===== src/rtl/frame_timing_gen.sv =====
// rtl/frame_timing_gen.sv - audio frame timing generator: frame counter, voice-slot schedule, DAC bit/LR clocks
module frame_timing_gen #(
    parameter int FRAME_CYCLES = 384,
    parameter int N_VOICES     = 16,
    parameter int PIPE_DEPTH   = 1,
    parameter int BCLK_DIV     = 8,
    parameter int SLOT_BITS    = 24
) (
    input  logic                              sys_clk_i,
    input  logic                              reset_i,
    input  logic                              enable_i,
    input  logic                              sync_req_i,
    output logic [$clog2(FRAME_CYCLES)-1:0]   frame_cnt_o,
    output logic                              frame_start_o,
    output logic [15:0]                       frame_count_o,
    output logic [$clog2(N_VOICES+1)-1:0]     voice_idx_o,
    output logic                              voice_valid_o,
    output logic                              voice_last_o,
    output logic                              drain_o,
    output logic                              sample_clk_o,
    output logic                              lrclk_o,
    output logic                              bclk_o,
    output logic                              bit_strobe_o,
    output logic [$clog2(SLOT_BITS)-1:0]      bit_idx_o
);

    localparam int CW = $clog2(FRAME_CYCLES);
    localparam int VW = $clog2(N_VOICES + 1);
    localparam int BW = $clog2(SLOT_BITS);
    localparam logic [CW-1:0] LAST_CNT = CW'(FRAME_CYCLES - 1);

    if (FRAME_CYCLES != 2 * SLOT_BITS * BCLK_DIV || BCLK_DIV < 2 || (BCLK_DIV % 2) != 0 ||
        N_VOICES < 1 || N_VOICES + PIPE_DEPTH > FRAME_CYCLES) begin : g_bad_params
        $error("frame_timing_gen: inconsistent parameters");
    end

    typedef enum logic {IDLE, RUN} state_t;

    state_t          state_q, state_d;
    logic            first_q, first_d;
    logic [15:0]     fcount_q, fcount_d;
    logic [CW-1:0]   cnt_q, cnt_d;
    logic            start_d;
    logic            wrap;
    int              c;

    // Outputs are registered from the next count so every output matches the frame_cnt shown.
    always_comb begin
        state_d  = state_q;
        first_d  = first_q;
        fcount_d = fcount_q;
        cnt_d    = '0;
        start_d  = 1'b0;
        wrap     = 1'b0;
        case (state_q)
            IDLE: begin
                if (enable_i) begin
                    state_d = RUN;
                    wrap    = 1'b1;
                end
            end
            default: begin
                if (!enable_i) begin
                    state_d = IDLE;
                end else if (sync_req_i || cnt_q == LAST_CNT) begin
                    wrap = 1'b1;
                end else begin
                    cnt_d = cnt_q + 1'b1;
                end
            end
        endcase
        if (wrap) begin
            start_d = 1'b1;
            first_d = 1'b0;
            if (!first_q) begin
                fcount_d = fcount_q + 16'd1;
            end
        end
        c = int'(cnt_d);
    end

    always_ff @(posedge sys_clk_i or posedge reset_i) begin
        if (reset_i) begin
            state_q       <= IDLE;
            first_q       <= 1'b1;
            fcount_q      <= '0;
            cnt_q         <= '0;
            frame_start_o <= 1'b0;
            voice_idx_o   <= VW'(N_VOICES);
            voice_valid_o <= 1'b0;
            voice_last_o  <= 1'b0;
            drain_o       <= 1'b0;
            sample_clk_o  <= 1'b1;
            lrclk_o       <= 1'b0;
            bclk_o        <= 1'b1;
            bit_strobe_o  <= 1'b0;
            bit_idx_o     <= '0;
        end else begin
            state_q  <= state_d;
            first_q  <= first_d;
            fcount_q <= fcount_d;
            if (state_d == RUN) begin
                cnt_q         <= cnt_d;
                frame_start_o <= start_d;
                voice_idx_o   <= (c < N_VOICES) ? VW'(c) : VW'(N_VOICES);
                voice_valid_o <= (c < N_VOICES);
                voice_last_o  <= (c == N_VOICES - 1);
                drain_o       <= (c >= N_VOICES) && (c < N_VOICES + PIPE_DEPTH);
                sample_clk_o  <= (c < FRAME_CYCLES / 2);
                lrclk_o       <= (c >= FRAME_CYCLES / 2);
                bclk_o        <= ((c % BCLK_DIV) < BCLK_DIV / 2);
                bit_strobe_o  <= ((c % BCLK_DIV) == 0);
                bit_idx_o     <= BW'((c / BCLK_DIV) % SLOT_BITS);
            end else begin
                cnt_q         <= '0;
                frame_start_o <= 1'b0;
                voice_idx_o   <= VW'(N_VOICES);
                voice_valid_o <= 1'b0;
                voice_last_o  <= 1'b0;
                drain_o       <= 1'b0;
                sample_clk_o  <= 1'b1;
                lrclk_o       <= 1'b0;
                bclk_o        <= 1'b1;
                bit_strobe_o  <= 1'b0;
                bit_idx_o     <= '0;
            end
        end
    end

    assign frame_cnt_o   = cnt_q;
    assign frame_count_o = fcount_q;

endmodule

===== config.mk =====
export PLATFORM = sky130hd
export DESIGN_NAME = frame_timing_gen
export DESIGN_NICKNAME = d
export VERILOG_FILES = /design/src/rtl/frame_timing_gen.sv
export SDC_FILE = /design/constraint.sdc
export NUM_CORES = 1
export LEC_CHECK = 0
export ABC_AREA = 1
export CORE_MARGIN = 5
export CORE_UTILIZATION = 53
export CTS_CLUSTER_DIAMETER = 40
export DETAILED_ROUTE_END_ITERATION = 16
export GPL_ROUTABILITY_DRIVEN = 0
export PLACE_DENSITY = 0.91
export SLEW_MARGIN = 30
export SYNTH_ARGS = -nofsm -noshare
export SYNTH_HDL_FRONTEND = slang
export SYNTH_SLANG_ARGS = --single-unit

===== constraint.sdc =====
create_clock -name sys_clk_i -period 4.1 [get_ports sys_clk_i]
set_input_delay 1.025 -clock sys_clk_i [delete_from_list [all_inputs] [get_ports sys_clk_i]]
set_output_delay 1.025 -clock sys_clk_i [all_outputs]
set_load 0.1 [all_outputs]

==> flow_summary.json <==
{
  "viasPerCell": 4.92,
  "ctsHoldBuffers": 0,
  "slowest_stage": "clkdlybuf4s50_1",
  "cts_tree": "built",
  "dp_hpwl_mm": 3.21,
  "finalHoldViolations": 0,
  "cts_root_buf": "clkbuf_8",
  "hold_path_class": "reg2reg",
  "io_buffers": 46,
  "drive_gt1_share_pct": 12.1,
  "yosysTopAreaCell": "dfrtp_1",
  "clock_latency_ns": 0.29,
  "cts_resized": 0,
  "dieArea_mm2": 0.00520,
  "floorplan.initialDensity_pct": 55.5,
  "p_leak_nw": 1.32,
  "synth_area_mm2": 0.00205,
  "ys_top_cells_by_count": "38 x dfrtp_1, 32 x inv_1, 32 x nand2_1, 32 x nor2_1, 14 x nand3_1",
  "seq_power_share_pct": 43.3,
  "clkSinkCount": 42,
  "tns_ns": 0,
  "crit_type": "reg2out",
  "grt_max_degree": 43,
  "grt_pass1_wl_mm": 7.09,
  "syn_inst": 220,
  "pin_count": 47,
  "design_area_mm2": 0.00264,
  "dp_cells": 312,
  "cts_setup_buffers": 0,
  "placement.cell_area_mm2": 0.00255,
  "htreeDepth": 2,
  "num-nets-final": 282,
  "synth.area.top_cells": "dfrtp_1 46%, inv_1 5.9%, nand2_1 5.9%",
  "wl_per_cell_um": 12.9,
  "ys_seq_area_share_pct": 51.6,
  "crit_buf_inv": 1,
  "finalSetupViolations": 0,
  "clkPwrFrac_pct": 22.8,
  "power.density_mw_per_mm2": 427,
  "fin_crit_sh_pct": 72.4,
  "vdd_ir_drop_max_uv": 212,
  "rows": 22,
  "cp_slowest_stage_delay_ns": 1.13,
  "coreArea_mm2": 0.00369,
  "critPathTopFamily": "buffers and inverters",
  "worst_clock_skew_ns": 0.00412,
  "period_needed_ns": 2.97,
  "antenna_found_initial": 0,
  "cap_violations": 0,
  "synth_nets": 231,
  "num_vias": 1573,
  "yosysWarnings": 0,
  "tightest_slew_ns": 0.983,
  "syn_to_final_growth_pct": 28.9,
  "synth-main-ff-cell": "dfrtp_1",
  "combPwrFrac_pct": 33.9,
  "p_int_mw": 0.652,
  "cp.arrival_ns": 1.94,
  "path_max_fanout": 1,
  "fin_cells": 320,
  "grt.met1_usage_pct": 23.3,
  "clkTransAtPathRegs_ns": 0.08,
  "dieWidth_um": 72.1,
  "finalWirelength_mm": 4.12,
  "hold_slack_ns": 0.484,
  "ys_seq_elements": 42,
  "synth.most_common_cell": "dfrtp_1",
  "syn_avg_cell_area_um2": 9.30,
  "status": "finished, final reports clean",
  "grt_busiest_layer": "met2",
  "cts_buffers": 5,
  "switching_power_mw": 0.476,
  "use_met3_pct": 5.68,
  "antenna_cells": 0,
  "grt_overflow": 0,
  "ant_nets": 0,
  "fmax_ghz": 0.337,
  "rsz0062_at_grt": "no",
  "grt_usage_pct": 17.4,
  "use_met2_pct": 27.0,
  "rrSetupSlack_ns": 1.68,
  "drt_first_pass_iters": 4,
  "critPathLaunchType": "flop",
  "synth_cell_type_count": 30,
  "fp.dieH_um": 72.1,
  "first_global_vias": 1549,
  "clockBufferDepth": 2,
  "drv_slew": 0,
  "swShare_pct": 42.2,
  "yosysTopAreaCellShare_pct": 46.5,
  "drtIter0Drc": 109,
  "slew_headroom_pct": 34.3,
  "crit_chain": "clkdlybuf4s50_1",
  "synthArstFlopShare_pct": 100,
  "worst_setup_path_end_kind": "output port",
  "drc": 0,
  "cp.required_ns": 3.07,
  "synth_edf_count": 0
}
cell families after synthesis:
family,share of synthesized area (%)
XOR/XNOR,7.28
buffers and inverters,7.65
AND/OR/NAND/NOR,26.8
adder cells (fa/ha/maj),4.28
AO/OA/AOI/OAI,2.39
flip-flops,51.6
final timing paths:
kind	endpoint	cells past startpoint	start
hold / removal	frame_count_o[15]$_DFFE_PP0P_	1	frame_count_o[15]$_DFFE_PP0P_
setup reg to reg	voice_idx_o[1]$_DFF_PP0_	11	frame_cnt_o[0]$_DFF_PP0_
setup / recovery	voice_idx_o[4]	1	voice_idx_o[4]$_DFF_PP1_
hold reg to reg	frame_count_o[15]$_DFFE_PP0P_	1	frame_count_o[15]$_DFFE_PP0P_
min in group asynchronous	lrclk_o$_DFF_PP0_	3	reset_i
max in group asynchronous	sample_clk_o$_DFF_PP1_	3	reset_i
flip-flops by register name, indices dropped and copies added (netlist names):
signal	count
voice_valid_o	1
voice_idx_o	5
bit_idx_o	2
drain_o	1
state_q	1
bclk_o	1
frame_count_o	16
bit_strobe_o	1
voice_last_o	1
sample_clk_o	1
first_q	1
frame_start_o	1
lrclk_o	1
frame_cnt_o	9
power by group through the flow:
| stage | combinational [mW] | sequential, mW | clock, mW |
|---|---|---|---|
| after floorplan | 0.0609 | 0.721 | 0 |
| after global placement | 0.376 | 0.491 | 0 |
| final | 0.382 | 0.488 | 0.257 |
| after CTS | 0.386 | 0.487 | 0.264 |
| after detailed placement | 0.385 | 0.495 | 0 |
| after global routing | 0.397 | 0.494 | 0.285 |
worst register-to-register path, delay by kind of cell, from the launching register on:
kind / cells / cell delay, ns
AND/OR/NAND/NOR: 8 / 1.20
adder cells (fa/ha/maj): 2 / 0.52
XOR/XNOR: 1 / 0.17
flip-flops: 1 / 0.45
per-stage QoR:
| stage | total power [mW] | worst slack [ns] | util, % |
|---|---|---|---|
| final | 1.13 | 1.13 | 71.5 |
| after global routing | 1.18 | 1.03 | 71.5 |
| after CTS | 1.14 | 1.12 | 71.5 |
| after detailed placement | 0.880 | 0.883 | 69.2 |
| after global placement | 0.867 | 1.00 | 69.2 |
| after floorplan | 0.782 | 1.24 | - |
layer usage:
metal / wire (um) / part of all wire, % / vias to the layer above
met4: 38 / 0.92 / 0
li1: - / - / 787
met5: 0 / 0 / -
met1: 1870 / 45 / 737
met3: 265 / 6.4 / 4
met2: 1950 / 47 / 45
area by class of cell:
cell class | instances | area, um2
Fill cell | 296 | 1050
Clock inverter | 2 | 13.8
Clock buffer | 6 | 72.6
Inverter | 35 | 134
Sequential cell | 42 | 1060
Timing Repair Buffer | 47 | 468
Tap cell | 48 | 60.1
Multi-Input combinational cell | 140 | 833
placed cells by master, fill, tap and decap left out, types with 2 or more instances in the layout:
cell type        Yosys  final
o21ai_0              6      6
nor2_4               2      2
nand3_1             14     14
and3_1               2      2
clkdlybuf4s50_1      0     46
dfrtp_1             38     38
nor3_2               2      2
nor2_1              32     32
ha_1                 7      7
clkbuf_8             0      5
a21oi_1              2      2
xnor2_1              7      7
nand2_2              4      4
inv_1               32     32
xor2_1              10     10
dfstp_2              4      4
nand4_1              5      5
nand2_1             32     32
inv_2                2      2
nor3_1               3      3
nor2_2               3      3
Power figures use the tool's default switching activity.
